===== src/rtl/cam_stream_pkg.sv =====
// -----------------------------------------------------------------------------
// cam_stream_pkg
// Shared definitions for the camera AXI4-Stream stages: the frame-guard state
// enum, default stream geometry/width, and a helper that sizes position
// counters from a beat/line count.
// -----------------------------------------------------------------------------
package cam_stream_pkg;

  typedef enum logic [1:0] {
    HUNT       = 2'd0,
    PASS       = 2'd1,
    EXPECT_SOF = 2'd2,
    PAD        = 2'd3
  } guard_state_e;

  localparam int DEF_DATA_W   = 32;
  localparam int DEF_H_ACTIVE = 640;
  localparam int DEF_V_ACTIVE = 480;

  // Width able to hold 0..n-1; never narrower than one bit.
  function automatic int cnt_w(input int n);
    return (n > 1) ? $clog2(n) : 1;
  endfunction

  localparam int DEF_COL_W = cnt_w(DEF_H_ACTIVE);
  localparam int DEF_ROW_W = cnt_w(DEF_V_ACTIVE);

endpackage


===== src/rtl/axis_out_reg.sv =====
// -----------------------------------------------------------------------------
// axis_out_reg
// One-entry AXI4-Stream output register. A new beat is taken whenever the
// register is empty or the downstream consumer is taking the current beat, so
// o_load depends on i_ready but the registered outputs never do.
//
// Ports:
//   i_clk, i_rst        clock, synchronous active-high reset
//   i_valid             a beat is offered for loading this cycle
//   i_data/i_last/i_user  beat payload
//   i_ready             downstream tready
//   o_load              register can accept a beat this cycle
//   o_valid/o_data/o_last/o_user  registered stream outputs
// -----------------------------------------------------------------------------
module axis_out_reg #(
  parameter int DATA_W = 32
) (
  input  logic              i_clk,
  input  logic              i_rst,
  input  logic              i_valid,
  input  logic [DATA_W-1:0] i_data,
  input  logic              i_last,
  input  logic              i_user,
  input  logic              i_ready,
  output logic              o_load,
  output logic              o_valid,
  output logic [DATA_W-1:0] o_data,
  output logic              o_last,
  output logic              o_user
);

  logic              r_vld_p1;
  logic [DATA_W-1:0] r_data_p1;
  logic              r_last_p1;
  logic              r_user_p1;

  assign o_load = !r_vld_p1 || i_ready;

  // ---- stage p1: output register ----
  always_ff @(posedge i_clk) begin
    if (i_rst) begin
      r_vld_p1  <= 1'b0;
      r_data_p1 <= '0;
      r_last_p1 <= 1'b0;
      r_user_p1 <= 1'b0;
    end else if (o_load) begin
      r_vld_p1 <= i_valid;
      if (i_valid) begin
        r_data_p1 <= i_data;
        r_last_p1 <= i_last;
        r_user_p1 <= i_user;
      end
    end
  end

  assign o_valid = r_vld_p1;
  assign o_data  = r_data_p1;
  assign o_last  = r_last_p1;
  assign o_user  = r_user_p1;

endmodule


===== src/rtl/axis_frame_guard.sv =====
// -----------------------------------------------------------------------------
// axis_frame_guard
// Enforces exact frame geometry (H_ACTIVE beats per line, V_ACTIVE lines per
// frame) between the camera capture stream and the VDMA. Output tuser/tlast
// are regenerated from position counters. Malformed frames are completed with
// zero beats so the VDMA keeps frame lock; each malformed frame is counted.
//
// Ports:
//   axi_clk, axi_reset      clock, synchronous active-high reset
//   s_axis_*                input stream (tvalid/tready/tdata/tlast/tuser)
//   m_axis_*                output stream (tvalid/tready/tdata/tlast/tuser/tkeep)
//   frame_cnt               clean frames delivered (wraps)
//   err_cnt                 error events (saturates)
//   locked                  high while forwarding a frame (PASS)
// -----------------------------------------------------------------------------
module axis_frame_guard
  import cam_stream_pkg::*;
#(
  parameter int DATA_W   = DEF_DATA_W,
  parameter int H_ACTIVE = DEF_H_ACTIVE,
  parameter int V_ACTIVE = DEF_V_ACTIVE
) (
  input  logic                axi_clk,
  input  logic                axi_reset,
  input  logic                s_axis_tvalid,
  output logic                s_axis_tready,
  input  logic [DATA_W-1:0]   s_axis_tdata,
  input  logic                s_axis_tlast,
  input  logic                s_axis_tuser,
  output logic                m_axis_tvalid,
  input  logic                m_axis_tready,
  output logic [DATA_W-1:0]   m_axis_tdata,
  output logic                m_axis_tlast,
  output logic                m_axis_tuser,
  output logic [DATA_W/8-1:0] m_axis_tkeep,
  output logic [15:0]         frame_cnt,
  output logic [15:0]         err_cnt,
  output logic                locked
);

  localparam int COL_W = cnt_w(H_ACTIVE);
  localparam int ROW_W = cnt_w(V_ACTIVE);
  localparam logic [COL_W-1:0] COL_LAST = COL_W'(H_ACTIVE - 1);
  localparam logic [ROW_W-1:0] ROW_LAST = ROW_W'(V_ACTIVE - 1);

  function automatic logic [15:0] sat_inc16(input logic [15:0] v);
    return (v == 16'hFFFF) ? v : v + 16'd1;
  endfunction

  guard_state_e      r_state, w_state_nxt;
  logic [COL_W-1:0]  r_col, w_col_nxt, w_col_adv;
  logic [ROW_W-1:0]  r_row, w_row_nxt, w_row_adv;
  logic              r_sof_held, w_sof_held_nxt;
  logic [15:0]       r_frame_cnt, r_err_cnt;
  logic              w_frame_inc, w_err_inc;
  logic              w_load, w_take, w_s_tready;
  logic              w_at_origin, w_col_end, w_row_end;
  logic              w_ld_vld, w_ld_last, w_ld_user;
  logic [DATA_W-1:0] w_ld_data;

  assign w_at_origin = (r_col == '0) && (r_row == '0);
  assign w_col_end   = (r_col == COL_LAST);
  assign w_row_end   = (r_row == ROW_LAST);
  assign w_col_adv   = w_col_end ? '0 : r_col + COL_W'(1);
  assign w_row_adv   = w_col_end ? r_row + ROW_W'(1) : r_row;

  always_comb begin
    w_state_nxt    = r_state;
    w_col_nxt      = r_col;
    w_row_nxt      = r_row;
    w_sof_held_nxt = r_sof_held;
    w_frame_inc    = 1'b0;
    w_err_inc      = 1'b0;
    w_s_tready     = 1'b0;
    w_take         = 1'b0;
    w_ld_vld       = 1'b0;
    w_ld_data      = s_axis_tdata;
    w_ld_last      = 1'b0;
    w_ld_user      = 1'b0;

    unique case (r_state)
      HUNT, EXPECT_SOF: begin
        w_s_tready = w_load;
        if (s_axis_tvalid && w_load) begin
          if (s_axis_tuser) begin
            w_take = 1'b1;
          end else if (r_state == EXPECT_SOF) begin
            w_err_inc   = 1'b1;
            w_state_nxt = HUNT;
          end
        end
      end
      PASS: begin
        // An SOF away from (0,0) is refused and stays on the bus; PAD picks
        // it up again once the broken frame has been filled out. This also
        // takes priority over a short-line tlast on the same beat.
        w_s_tready = w_load && !(s_axis_tuser && !w_at_origin);
        w_take     = s_axis_tvalid && w_s_tready;
        if (s_axis_tvalid && s_axis_tuser && !w_at_origin) begin
          w_err_inc      = 1'b1;
          w_sof_held_nxt = 1'b1;
          w_state_nxt    = PAD;
        end
      end
      PAD: begin
        w_s_tready = !s_axis_tuser;
        if (s_axis_tvalid && s_axis_tuser) w_sof_held_nxt = 1'b1;
        if (w_load) begin
          w_ld_vld  = 1'b1;
          w_ld_data = '0;
          w_ld_last = w_col_end;
          w_col_nxt = w_col_adv;
          w_row_nxt = w_row_adv;
          if (w_col_end && w_row_end) begin
            w_col_nxt      = '0;
            w_row_nxt      = '0;
            w_sof_held_nxt = 1'b0;
            w_state_nxt    = (r_sof_held || (s_axis_tvalid && s_axis_tuser)) ? PASS : HUNT;
          end
        end
      end
      default: w_state_nxt = HUNT;
    endcase

    // Accepted pixel at (r_col, r_row), whether it opens a frame or continues one.
    if (w_take) begin
      w_ld_vld    = 1'b1;
      w_ld_data   = s_axis_tdata;
      w_ld_user   = w_at_origin;
      w_ld_last   = w_col_end;
      w_state_nxt = PASS;
      w_col_nxt   = w_col_adv;
      w_row_nxt   = w_row_adv;
      if (s_axis_tlast && !w_col_end) begin
        w_err_inc   = 1'b1;
        w_state_nxt = PAD;
      end else if (w_col_end && !s_axis_tlast) begin
        w_err_inc = 1'b1;
        if (w_row_end) begin
          // Frame is already geometrically complete; nothing to pad.
          w_state_nxt = HUNT;
          w_col_nxt   = '0;
          w_row_nxt   = '0;
        end else begin
          w_state_nxt = PAD;
        end
      end else if (w_col_end && w_row_end) begin
        w_frame_inc = 1'b1;
        w_state_nxt = EXPECT_SOF;
        w_col_nxt   = '0;
        w_row_nxt   = '0;
      end
    end
  end

  always_ff @(posedge axi_clk) begin
    if (axi_reset) begin
      r_state     <= HUNT;
      r_col       <= '0;
      r_row       <= '0;
      r_sof_held  <= 1'b0;
      r_frame_cnt <= 16'd0;
      r_err_cnt   <= 16'd0;
    end else begin
      r_state    <= w_state_nxt;
      r_col      <= w_col_nxt;
      r_row      <= w_row_nxt;
      r_sof_held <= w_sof_held_nxt;
      if (w_frame_inc) r_frame_cnt <= r_frame_cnt + 16'd1;
      if (w_err_inc)   r_err_cnt   <= sat_inc16(r_err_cnt);
    end
  end

  axis_out_reg #(
    .DATA_W (DATA_W)
  ) u_out_reg (
    .i_clk   (axi_clk),
    .i_rst   (axi_reset),
    .i_valid (w_ld_vld),
    .i_data  (w_ld_data),
    .i_last  (w_ld_last),
    .i_user  (w_ld_user),
    .i_ready (m_axis_tready),
    .o_load  (w_load),
    .o_valid (m_axis_tvalid),
    .o_data  (m_axis_tdata),
    .o_last  (m_axis_tlast),
    .o_user  (m_axis_tuser)
  );

  assign s_axis_tready = w_s_tready && !axi_reset;
  assign m_axis_tkeep  = '1;
  assign frame_cnt     = r_frame_cnt;
  assign err_cnt       = r_err_cnt;
  assign locked        = (r_state == PASS);

endmodule


===== config.mk =====
export PLATFORM = sky130hd
export DESIGN_NAME = axis_frame_guard
export DESIGN_NICKNAME = d
export VERILOG_FILES = /design/src/rtl/cam_stream_pkg.sv /design/src/rtl/axis_out_reg.sv /design/src/rtl/axis_frame_guard.sv
export SDC_FILE = /design/constraint.sdc
export NUM_CORES = 1
export LEC_CHECK = 0
export BUFFER_PORTS_ARGS = -buffer_cell sky130_fd_sc_hd__buf_2
export CAP_MARGIN = 10
export CORE_MARGIN = 2
export CORE_UTILIZATION = 54
export DETAILED_ROUTE_END_ITERATION = 16
export PLACE_DENSITY_LB_ADDON = 0.15
export SYNTH_ARGS = -nofsm -noshare
export SYNTH_HDL_FRONTEND = slang
export SYNTH_SLANG_ARGS = --single-unit

===== constraint.sdc =====
create_clock -name axi_clk -period 5.9 [get_ports axi_clk]
set_clock_uncertainty 0.15 [all_clocks]
set_input_delay 0.59 -clock axi_clk [delete_from_list [all_inputs] [get_ports axi_clk]]
set_output_delay 0.59 -clock axi_clk [all_outputs]
set_load 0.02 [all_outputs]

=== Word-level counts from Yosys, hierarchy flattened ===
Index checks and enable logic that the tools add are counted.

* Multiplexer cells: 58
* Bitwise operators: 1
* Equality and inequality tests: 13
* Add/sub/neg operators: 4
* Reductions and logical operators: 32

{| class="wikitable"
|+ Operators with widths
! operator !! count
|-
| 10-bit two-way mux || 8
|-
| 9-bit two-way mux || 8
|-
| 32-bit two-way mux || 2
|-
| 16-bit by 1-bit adder with 16-bit output (second input constant) || 2
|-
| 1-bit two-way mux || 24
|-
| 2-bit two-way mux || 11
|-
| 16-bit equality test (second input constant) || 1
|-
| 3-bit != test (second input constant) || 5
|-
| 1-bit logical AND || 11
|-
| 10-bit by 1-bit adder with 10-bit output (second input constant) || 1
|-
| 10-bit equality test (second input constant) || 1
|-
| 10-bit logical NOT || 1
|-
| 9-bit by 1-bit adder with 9-bit output (second input constant) || 1
|-
| 9-bit equality test (second input constant) || 1
|-
| 9-bit logical NOT || 1
|-
| 2-bit AND reduction || 4
|-
| 1-bit logical NOT || 7
|-
| 1-bit one-hot mux with 2 select lines || 3
|-
| 2-bit one-hot mux with 3 select lines || 1
|-
| 6-bit AND reduction || 1
|-
| 2-bit nonzero test || 3
|-
| 2-bit equality test (second input constant) || 2
|-
| 3-bit by 1-bit != test with 1-bit output (second input constant) || 1
|-
| 1-bit one-hot mux with 3 select lines || 1
|-
| other kinds (6) || 7
|}

* Input bits: 38
* Register bits after elaboration: 89

=== Logic depth before layout (Yosys ltp) ===
Gate-level depths: netlist (run 1).

* Depth after elaboration: 10
* Depth in mapped cells: 9
* Mapped depth without buffers: 8

=== By module ===
From an unflattened synthesis (run 1), not the netlist that was laid out.

* Cell total of the unflattened synthesis: 565
* Area, all modules: 4874.7 µm²

{| class="wikitable"
|+ Modules (own cells, without submodules)
! module !! area an instance (µm²) !! instances !! cells an instance
|-
| axis_frame_guard || 3215.6 || 1 || 405
|-
| axis_out_reg || 1659.1 || 1 || 160
|}

=== Least setup slack after synthesis (run 1) ===
Ideal clock, no wire load.

* Kind: reg-to-output
* Start: reg r_row[0]
* End: out s_axis_tready
* Slack: 3407 ps
* Buffers on the path: 0
* Cell stages (with the launch flop): 9
* Data required time: 5160 ps
* Arrival: 1753 ps
* Cell sequence: dfxtp_1 -> inv_1 -> ha_1 -> nor4b_2 -> nand4_1 -> or2_1 -> o21ai_0 -> a2bb2oi_1 -> nor2_1

* Cells in the longest elaborated chain, start to end: 8

{| class="wikitable"
|+ Ends and longest elaborated chain
! what !! RTL line !! text
|-
| start: declaration || axis_frame_guard.sv:52 || <nowiki>logic [ROW_W-1:0] r_row, w_row_nxt, w_row_adv;</nowiki>
|-
| start signal: assignment || axis_frame_guard.sv:167 || <nowiki>r_row <= w_row_nxt;</nowiki>
|-
| 9-bit logical NOT || axis_frame_guard.sv:61 || <nowiki>assign w_at_origin = (r_col == '0) && (r_row == '0);</nowiki>
|-
| 1-bit logical AND || axis_frame_guard.sv:61 ||
|-
| 1-bit logical NOT || axis_frame_guard.sv:97 || <nowiki>w_s_tready = w_load && !(s_axis_tuser && !w_at_origin);</nowiki>
|-
| 1-bit logical AND || axis_frame_guard.sv:97 ||
|-
| 1-bit logical NOT || axis_frame_guard.sv:97 ||
|-
| 1-bit logical AND || axis_frame_guard.sv:97 ||
|-
| 1-bit one-hot mux with 3 select lines || axis_frame_guard.sv:81 || <nowiki>unique case (r_state)</nowiki>
|-
| 1-bit logical AND || axis_frame_guard.sv:191 || <nowiki>assign s_axis_tready = w_s_tready && !axi_reset;</nowiki>
|-
| end: declaration || axis_frame_guard.sv:26 || <nowiki>output logic s_axis_tready,</nowiki>
|}

No other way between the ends.

=== Worst setup path after layout (run 1) ===
Ends and elaborated chain as after synthesis.

==> reports/results.tsv, run 1 <==
metric	value	unit
per-cell via count in the routed design	5.69	
All-Layer GR Usage	23.4	%
syn avg cell area	8.13	sq um
maximum vdd ir drop	0.154	mV
starting density of the core	55.0	%
highest attainable clock frequency	0.311	GHz
number of antenna-violating nets in the routed design	0	
post-route non-filler standard cell count	712	
number of standard-cell rows in the floorplan	32	
CTS tree	yes	
most frequently used flop master after synthesis	sky130_fd_sc_hd__dfxtp_1	
aggregate global routing overflow	0	
setup repair after global routing missed its margin	no	
required time of the critical path	5160	ps
biggest area consumer among synthesized cells	sky130_fd_sc_hd__dfxtp_1	
Warnings, synthesis	0	
Clock H-tree levels	3	
filler instances	698	
run status	complete, no violations	
wire length after detailed routing	10.2	mm
Clock Tree Buf Depth	2	
number of clock sinks	89	
final count of pins violating max slew	0	
leading cell type in the layout, fill and taps excluded	sky130_fd_sc_hd__buf_2	
cells along the critical path	inv_1 -> ha_1 -> nor4b_2 -> nand4_1 -> or2_1 -> o21ai_0 -> a2bb2oi_1 -> nor2_1 -> buf_2	
Pwr per Cell Area	303	nW/um^2
top area cells in the synthesized netlist	sky130_fd_sc_hd__dfxtp_1 (42%), sky130_fd_sc_hd__nand3_1 (6.8%), sky130_fd_sc_hd__a21oi_1 (6.5%)	
sequential fraction of the synthesis area	42.4	%
largest net degree at the start of global routing	52	
kind of end point of the critical path	primary output	
count of cells along the worst register-to-register path	8	
total CTS buffers	9	
unique cell type count in the Yosys netlist	48	
setup total negative slack	0	ps
Worst Tran Pin Value	1050	ps
fraction of post-synthesis cell area in the top cell type by area	42.4	%
final period utilization	54.6	%
number of buffers added to fix hold violations after cts	0	
number of enable-type register cells in the synthesized netlist	0	
instance count along the most critical hold path	3	
antenna violations before repair	1	
total power	1.50	mW
overall die height	92.2	um
number of synthesized register bits	89	
core region area	7650	sq um
detailed-route wire length per cell	14.3	um
largest fanout on the critical path	5	
startpoint type of the worst setup path	flip-flop	
placed wire-length estimate after detailed placement	6.83	mm
max_cap viols	0	
Critical Path Max Stage Delay	360	ps
First-pass DRT Iterations	6	
I/O pin total	111	
layout cell share with drive strength beyond 1	22.6	%
kind of cell adding the most delay to the critical path	simple AND/OR/NAND/NOR gates	
Die X	92.2	um
clk slew on worst S/H paths	110	ps
number of endpoints with negative hold slack in the final report	0	
commonest cells after routing, fill and taps aside	sky130_fd_sc_hd__buf_2 (106), sky130_fd_sc_hd__dfxtp_1 (89), sky130_fd_sc_hd__nand3_1 (57), sky130_fd_sc_hd__a21oi_1 (55), sky130_fd_sc_hd__nand2_1 (51)	
layout-stage area growth over the synthesis result	17.8	%
routed via count	4054	
clock latency on the worst-skew pair	370	ps
number of remaining DRC errors	0	
cell area after synthesis	4200	sq um
number of buffers and inverters on the critical path	2	
Arr. time, crit path	2480	ps
Setup Fix Bufs, Post-CTS	0	
Post-Synthesis Cells	517	
total leakage power	1.97	nW
antenna cell count	0	
count of cells resized by post-cts repair	0	
worst setup path class	flip-flop to primary output	
Die Footprint	8510	sq um
CP max-delay cell	sky130_fd_sc_hd__dfxtp_1	
root buf cell	sky130_fd_sc_hd__clkbuf_8	
min Tclk post-route	3220	ps
worst hold path class	input port to flip-flop	
cell count along the critical path	9	
wire length of the first global-routing pass	16.5	mm
layout net count	649	
relative slew slack	29.7	%
# port buffers	106	
count of routing violations after the opening detailed-route iteration	214	
final-report setup violation count	0	
via count of the first global-routing pass	3596	
routability-driven placement congestion ratio	0.861	
total instance count after detailed placement	695	
asr flop ratio synth	0	%
-- metal layers --
| metal | wire length (um) | global-route usage (%) |
|---|---|---|
| met2 | 4710 | 37.9 |
| met5 | 13 | 0 |
| met4 | 203 | 7.34 |
| met1 | 4600 | 31.3 |
| met3 | 646 | 5.01 |
-- stage by stage --
step                      instance area, sq um  setup WS [ps]  utilization, %  hold slack [ps]
after floorplan                           4220           3410               -              333
after global placement                    4740           2630            62.0              300
after detailed placement                  4740           2560            62.0              305
after CTS                                 4940           2690            64.6              291
after global routing                      4950           2420            64.7              287
final                                     4950           2680            64.7              295
-- Yosys cell counts (3+ instances only) --
library cell               count
sky130_fd_sc_hd__buf_1         9
sky130_fd_sc_hd__clkbuf_1     17
sky130_fd_sc_hd__nand2b_1      4
sky130_fd_sc_hd__o21a_1        3
sky130_fd_sc_hd__and3_1        6
sky130_fd_sc_hd__buf_2         6
sky130_fd_sc_hd__a31oi_1       3
sky130_fd_sc_hd__nor2_1       39
sky130_fd_sc_hd__o31ai_1       4
sky130_fd_sc_hd__a21oi_1      55
sky130_fd_sc_hd__xor2_1       16
sky130_fd_sc_hd__nor3_1       20
sky130_fd_sc_hd__inv_1        10
sky130_fd_sc_hd__or4_1         5
sky130_fd_sc_hd__buf_4         4
sky130_fd_sc_hd__nor2b_1       4
sky130_fd_sc_hd__xnor2_1      16
sky130_fd_sc_hd__nand4_1      17
sky130_fd_sc_hd__o211ai_1      3
sky130_fd_sc_hd__nand3_1      57
sky130_fd_sc_hd__o21ai_0      15
sky130_fd_sc_hd__and2_1        3
sky130_fd_sc_hd__nor4_1        9
sky130_fd_sc_hd__nand2_1      51
sky130_fd_sc_hd__dfxtp_1      89
sky130_fd_sc_hd__and4_1        6
sky130_fd_sc_hd__nor3b_1       3
sky130_fd_sc_hd__or3_1        14
sky130_fd_sc_hd__ha_1          6
-- flip-flops by register name (all words and copies together), names as in the netlist --
| register | cells |
|---|---|
| frame_cnt | 16 |
| r_state | 2 |
| err_cnt | 16 |
| u_out_reg.o_last | 1 |
| r_col | 10 |
| r_sof_held | 1 |
| r_row | 9 |
| u_out_reg.o_data | 32 |
| u_out_reg.o_valid | 1 |
| u_out_reg.o_user | 1 |
-- tightest hold or removal path, delay by kind of cell --
family                 cells  cell delay, ps
AO/OA/AOI/OAI              1              50
AND/OR/NAND/NOR            1              40
buffers and inverters      1             100
-- report_power, final --
| part | leakage (nW) | switching, mW | internal, mW |
|---|---|---|---|
| clock network | 0.0995 | 0.247 | 0.166 |
| logic | 1.15 | 0.263 | 0.127 |
| registers | 0.722 | 0.0445 | 0.653 |
-- final cells by class --
type	instances	area [sq um]	area share (%)
Sequential cell	89	1780	36.0
Clock buffer	9	124	2.50
Tap cell	102	128	2.58
Timing Repair Buffer	111	572	11.5
Multi-Input combinational cell	384	2240	45.2
Clock inverter	7	71.3	1.44
Inverter	10	37.5	0.758
-- final timing paths --
check | start | endpoint | slack [ps]
worst max register to register | r_row[0] | r_row[1] | 2700
worst max-delay path | r_row[0] | s_axis_tready | 2680
worst min register to register | u_out_reg.o_data[4] | u_out_reg.o_data[4] | 320
worst min-delay path | s_axis_tdata[19] | u_out_reg.o_data[19] | 300
-- kinds of logic (layout without fill, tap and decap cells) --
logic type	after synthesis	count (layout)	synth area share, %
adder cells (fa/ha/maj)	6	6	1.79
AO/OA/AOI/OAI	93	93	13.1
flip-flops	89	89	42.4
buffers and inverters	47	137	4.91
multiplexers	2	2	0.536
AND/OR/NAND/NOR	247	247	30.5
other	1	4	0.0892
XOR/XNOR	32	32	6.67
Power figures use the tool's default switching activity.
==> inputs of run 2 (changes only) <==
CORE_UTILIZATION = 53   (was 54)
clock period = 3.3 ns   (was 5.9 ns; I/O delays follow)
==> run 2 against run 1 <==
Largest power group unchanged. Wire length is 1.7% higher. Die area increased by 1.8%. Via count down 0.57%. Combinational power increased by 82%. Critical path depth did not move. Global-route usage is 1.1 points higher. Worst hold slack lost 260 ps. Total power increased by 83%. Clock power grew 92%. Register-to-register slack lost 2100 ps. Sequential power grew 78%. Clock-buffer cell count stayed put.
==> reports/results.tsv, run 2 (synthesis gave the netlist of run 1 again) <==
metric	value	unit	change
Largest register FFs	32		unchanged
maximum vdd ir drop	0.293	mV	+90%
final-report setup violation count	0		unchanged
via count of the first global-routing pass	3724		+3.6%
per-cell via count in the routed design	5.62		-1.3%
number of remaining DRC errors	0		unchanged
root buf cell	sky130_fd_sc_hd__clkbuf_8		
placed wire-length estimate after detailed placement	7.29	mm	+6.7%
largest fanout on the critical path	5		unchanged
number of clock sinks	89		unchanged
slack of the worst reg-to-reg path	620	ps	-2080 ps
Die X	93.1	um	+0.89%
combined area of the multi-input logic cells	2240	sq um	unchanged
Hold Path Sink	u_out_reg.o_data[8]		
run status	complete, no violations		
highest attainable clock frequency	0.341	GHz	
final core occ	65.0	%	+0.27 points
number of buffers added to fix hold violations after cts	0		unchanged
clock latency on the worst-skew pair	370	ps	about the same
antenna violations before repair	0		-1
commonest cells after routing, fill and taps aside	sky130_fd_sc_hd__buf_2 (106), sky130_fd_sc_hd__dfxtp_1 (89), sky130_fd_sc_hd__nand3_1 (57), sky130_fd_sc_hd__a21oi_1 (55), sky130_fd_sc_hd__nand2_1 (51)		
layout net count	654		+0.77%
overall die height	93.1	um	+0.89%
total power	2.75	mW	+83%
wire length of the first global-routing pass	17.3	mm	+4.7%
count of cells resized by post-cts repair	0		unchanged
setup total negative slack	0	ps	unchanged
wire length after detailed routing	10.4	mm	+1.7%
startpoint of the worst-slack reg-to-reg timing path	r_col[0]		
total CTS buffers	9		unchanged
worst-case hold slack	35.4	ps	-260 ps
min Tclk post-route	2930	ps	
startpoint type of the worst setup path	flip-flop		
max_cap viols	0		unchanged
Worst Tran Pin Value	538	ps	-516 ps
instance count along the most critical hold path	3		unchanged
required time of the critical path	2820	ps	-2340 ps
Clock H-tree levels	3		unchanged
Pwr per Cell Area	550	nW/um^2	+81%
starting density of the core	54.7	%	-0.29 points
kind of cell adding the most delay to the critical path	simple AND/OR/NAND/NOR gates		
I/O pin total	111		unchanged
core region area	7690	sq um	+0.52%
count of cells along the worst register-to-register path	8		unchanged
antenna cell count	0		unchanged
All-Layer GR Usage	24.5	%	+1.1 points
worst hold path class	input port to flip-flop		
Critical Path Max Stage Delay	360	ps	about the same
filler instances	711		+1.9%
largest net degree at the start of global routing	39		-25%
cells along the critical path	inv_1 -> ha_1 -> nor4b_2 -> nand4_1 -> or2_1 -> o21ai_0 -> a2bb2oi_1 -> nor2_1 -> buf_2		
kind of end point of the critical path	primary output		
relative slew slack	64.1	%	+34 points
Seq. cell area	1780	sq um	unchanged
endpoint of the most critical register-to-register path	err_cnt[12]		
number of endpoints with negative hold slack in the final report	0		unchanged
final count of pins violating max slew	0		unchanged
First-pass DRT Iterations	4		-2
routability-driven placement congestion ratio	0.857		-0.38%
final period utilization	88.9	%	
number of antenna-violating nets in the routed design	0		unchanged
layout cell share with drive strength beyond 1	23.3	%	+0.63 points
aggregate global routing overflow	0		unchanged
leading cell type in the layout, fill and taps excluded	sky130_fd_sc_hd__buf_2		
worst min-delay path startpoint	s_axis_tdata[8]		
Die Footprint	8660	sq um	+1.8%
Setup Fix Bufs, Post-CTS	0		unchanged
# port buffers	106		unchanged
clk slew on worst S/H paths	100	ps	about the same
number of standard-cell rows in the floorplan	32		unchanged
CTS tree	yes		
total leakage power	2.00	nW	+1.4%
layout-stage area growth over the synthesis result	18.9	%	
detailed-route wire length per cell	14.4	um	+0.97%
CP max-delay cell	sky130_fd_sc_hd__dfxtp_1		
Clock Tree Buf Depth	2		unchanged
Arr. time, crit path	2450	ps	-30 ps
setup repair after global routing missed its margin	no		
worst setup path class	flip-flop to primary output		
count of routing violations after the opening detailed-route iteration	161		-25%
routed via count	4031		-0.57%
number of buffers and inverters on the critical path	2		unchanged
## run 2: through the flow
step | instances | worst slack (ps) | instance area (sq um)
floorplan | 520 | 993 | 4220
global placement | 701 | 792 | 4790
detailed placement | 701 | 635 | 4790
CTS | 717 | 350 | 5000
global route | 717 | 177 | 5000
finish | 717 | 366 | 5000
## run 2: cell type report
| type | instances | area share [%] |
|---|---|---|
| clock inverters | 7 | 1.68 |
| multi-input cells | 384 | 44.8 |
| well taps | 102 | 2.55 |
| clock buffers | 9 | 2.48 |
| flip-flops and latches | 89 | 35.7 |
| inverters | 10 | 0.751 |
| repair buffers | 116 | 12.1 |
## run 2: worst max path at each step
stage               startpoint            end  slack [ps]  depth (start not counted)
global route          r_row[0]  s_axis_tready         180                          9
global placement      r_row[0]    err_cnt[12]         790                          9
CTS                   r_row[0]  s_axis_tready         350                          9
floorplan             r_col[0]    err_cnt[12]         990                          8
detailed placement    r_col[0]    err_cnt[12]         630                          8
finish                r_row[0]  s_axis_tready         370                          9
## run 2: worst register-to-register path: stages (launching register included)
cell and delay [ps]:
sky130_fd_sc_hd__dfxtp_1 450, sky130_fd_sc_hd__ha_1 280, sky130_fd_sc_hd__and2_1 170, sky130_fd_sc_hd__nand4_2 260
sky130_fd_sc_hd__xnor2_1 330, sky130_fd_sc_hd__a221oi_2 90, sky130_fd_sc_hd__buf_4 220, sky130_fd_sc_hd__nor4_1 270
sky130_fd_sc_hd__mux2_1 340
## run 2: report_power, final
group	switching (mW)	internal [mW]	leakage (nW)
registers	0.0768	1.17	0.722
logic	0.476	0.235	1.18
clock network	0.426	0.366	0.103
## run 2: per-layer routing
layer	global-route usage (%)	wire length, um	vias to the layer above
li1	-	-	2019
met1	31.4	4580	1868
met2	40.0	4880	125
met3	6.29	722	19
met4	9.07	160	0
met5	0	0	-
==> inputs of run 3 (changes only) <==
CORE_MARGIN = default   (was 2)
PLACE_DENSITY = 0.8   (was default)
PLACE_DENSITY_LB_ADDON = default   (was 0.15)
==> run 3 against run 2 <==
Sequential power about the same. First-iteration DRC count increased by 79%. Cell area decreased by 0.63%. Setup slack got worse by 24 ps. Largest cell class unchanged. Largest power group unchanged.
==> reports/results.tsv, run 3 (synthesis gave the netlist of run 1 again) <==
metric	value	unit	change
commonest cells after routing, fill and taps aside	sky130_fd_sc_hd__buf_2 (106), sky130_fd_sc_hd__dfxtp_1 (89), sky130_fd_sc_hd__nand3_1 (57), sky130_fd_sc_hd__a21oi_1 (55), sky130_fd_sc_hd__nand2_1 (51)		
largest net degree at the start of global routing	43		+10%
# port buffers	106		unchanged
core region area	7690	sq um	unchanged
layout net count	653		-0.15%
final core occ	64.6	%	-0.41 points
maximum vdd ir drop	0.261	mV	-11%
final-report setup violation count	0		unchanged
layout-stage area growth over the synthesis result	18.1	%	
root buf cell	sky130_fd_sc_hd__clkbuf_8		
Critical Path Max Stage Delay	360	ps	about the same
starting density of the core	54.7	%	unchanged
antenna violations before repair	0		unchanged
per-cell via count in the routed design	5.68		+1.0%
detailed-route wire length per cell	14.2	um	-1.6%
highest attainable clock frequency	0.338	GHz	-0.80%
required time of the critical path	2820	ps	about the same
setup total negative slack	0	ps	unchanged
standard cell area after detailed placement	4780	sq um	-0.16%
kind of cell adding the most delay to the critical path	simple AND/OR/NAND/NOR gates		
number of buffers and inverters on the critical path	2		unchanged
relative slew slack	62.0	%	-2.1 points
endpoint of the most critical register-to-register path	err_cnt[12]		
total power	2.63	mW	-4.3%
instance count along the most critical hold path	3		unchanged
count of cells along the worst register-to-register path	9		+1
Die X	91.1	um	-2.1%
Design Area, Final	4970	sq um	-0.63%
number of clock sinks	89		unchanged
clock latency on the worst-skew pair	360	ps	about the same
final count of pins violating max slew	0		unchanged
Worst Tran Pin Value	568	ps	+30.1 ps
final period utilization	89.6	%	+0.71 points
layout cell share with drive strength beyond 1	23.0	%	-0.29 points
antenna cell count	0		unchanged
number of antenna-violating nets in the routed design	0		unchanged
CTS tree	yes		
startpoint type of the worst setup path	flip-flop		
routability-driven placement congestion ratio	0.972		+13%
worst min-delay path startpoint	s_axis_tdata[4]		
wire length of the first global-routing pass	17.0	mm	-1.2%
kind of end point of the critical path	primary output		
I/O pin total	111		unchanged
number of endpoints with negative hold slack in the final report	0		unchanged
run status	complete, no violations		
First-pass DRT Iterations	5		+1
All-Layer GR Usage	25.0	%	+0.45 points
slack of the worst reg-to-reg path	510	ps	-110 ps
number of standard-cell rows in the floorplan	32		unchanged
largest fanout on the critical path	5		unchanged
number of remaining DRC errors	0		unchanged
Pwr per Cell Area	530	nW/um^2	-3.7%
aggregate global routing overflow	0		unchanged
Setup Fix Bufs, Post-CTS	0		unchanged
count of cells resized by post-cts repair	0		unchanged
Largest register FFs	32		unchanged
number of buffers added to fix hold violations after cts	0		unchanged
overall die height	91.1	um	-2.1%
CP max-delay cell	sky130_fd_sc_hd__dfxtp_1		
combined area of the multi-input logic cells	2240	sq um	unchanged
setup repair after global routing missed its margin	no		
Die Footprint	8290	sq um	-4.3%
cells along the critical path	inv_1 -> ha_1 -> nor4b_2 -> nand4_1 -> or2_1 -> o21ai_0 -> a2bb2oi_1 -> nor2_1 -> buf_2		
worst hold path class	input port to flip-flop		
min Tclk post-route	2960	ps	+23.5 ps
startpoint of the worst-slack reg-to-reg timing path	r_row[0]		
total leakage power	1.97	nW	-1.4%
placed wire-length estimate after detailed placement	7.23	mm	-0.81%
Seq. cell area	1780	sq um	unchanged
wire length after detailed routing	10.2	mm	-1.7%
Clock H-tree levels	3		unchanged
total CTS buffers	9		unchanged
Clock Tree Buf Depth	2		unchanged
leading cell type in the layout, fill and taps excluded	sky130_fd_sc_hd__buf_2		
via count of the first global-routing pass	3702		-0.59%
count of routing violations after the opening detailed-route iteration	288		+79%
Arr. time, crit path	2480	ps	+30 ps
clk slew on worst S/H paths	100	ps	about the same
max_cap viols	0		unchanged
worst setup path class	flip-flop to primary output		
filler instances	702		-1.3%
routed via count	4066		+0.87%
Hold Path Sink	u_out_reg.o_data[4]		
run 3: how the worst max path moves through the flow:
stage                     startpoint             to  slack (ps)  cells after the start
final                       r_row[0]  s_axis_tready         340                      9
after CTS                   r_row[0]  s_axis_tready         320                      9
after global placement      r_row[0]    err_cnt[12]         690                      9
after detailed placement    r_row[0]    err_cnt[12]         560                      9
after floorplan             r_col[0]    err_cnt[12]         990                      8
after global routing        r_row[0]  s_axis_tready         200                      9
run 3: layout make-up:
cell class,instances,area share [%]
multi-input cells,384,45.0
flip-flops and latches,89,35.9
repair buffers,115,12.0
clock buffers,10,2.57
well taps,102,2.57
clock inverters,6,1.13
inverters,10,0.756
run 3: report_power, final:
part	switching, mW	leakage [nW]	internal, mW
Clock	0.399	0.0815	0.282
Sequential	0.0768	0.722	1.17
Combinational	0.472	1.17	0.233
Total	0.948	1.97	1.68
run 3: metal layers:
metal | wire length (um) | global-route usage [%] | vias up
li1 | - | - | 2014
met3 | 445 | 3.69 | 21
met4 | 236 | 11.9 | 0
met5 | 0 | 0 | -
met2 | 4990 | 42.2 | 103
met1 | 4500 | 31.2 | 1928
run 3: tightest hold or removal path, cell delays in order:
cell	delay, ps
sky130_fd_sc_hd__buf_2	100
sky130_fd_sc_hd__nand2_1	40
sky130_fd_sc_hd__a21oi_1	50
run 3: per-stage QoR:
stage / hold WS [ps] / worst slack [ps] / instances
3_5_place_dp: 307 / 559 / 700
5_1_grt: 34.2 / 203 / 716
4_1_cts: 32.3 / 321 / 716
6_report: 42.3 / 343 / 716
3_3_place_gp: 301 / 693 / 700
2_1_floorplan: 316 / 993 / 520
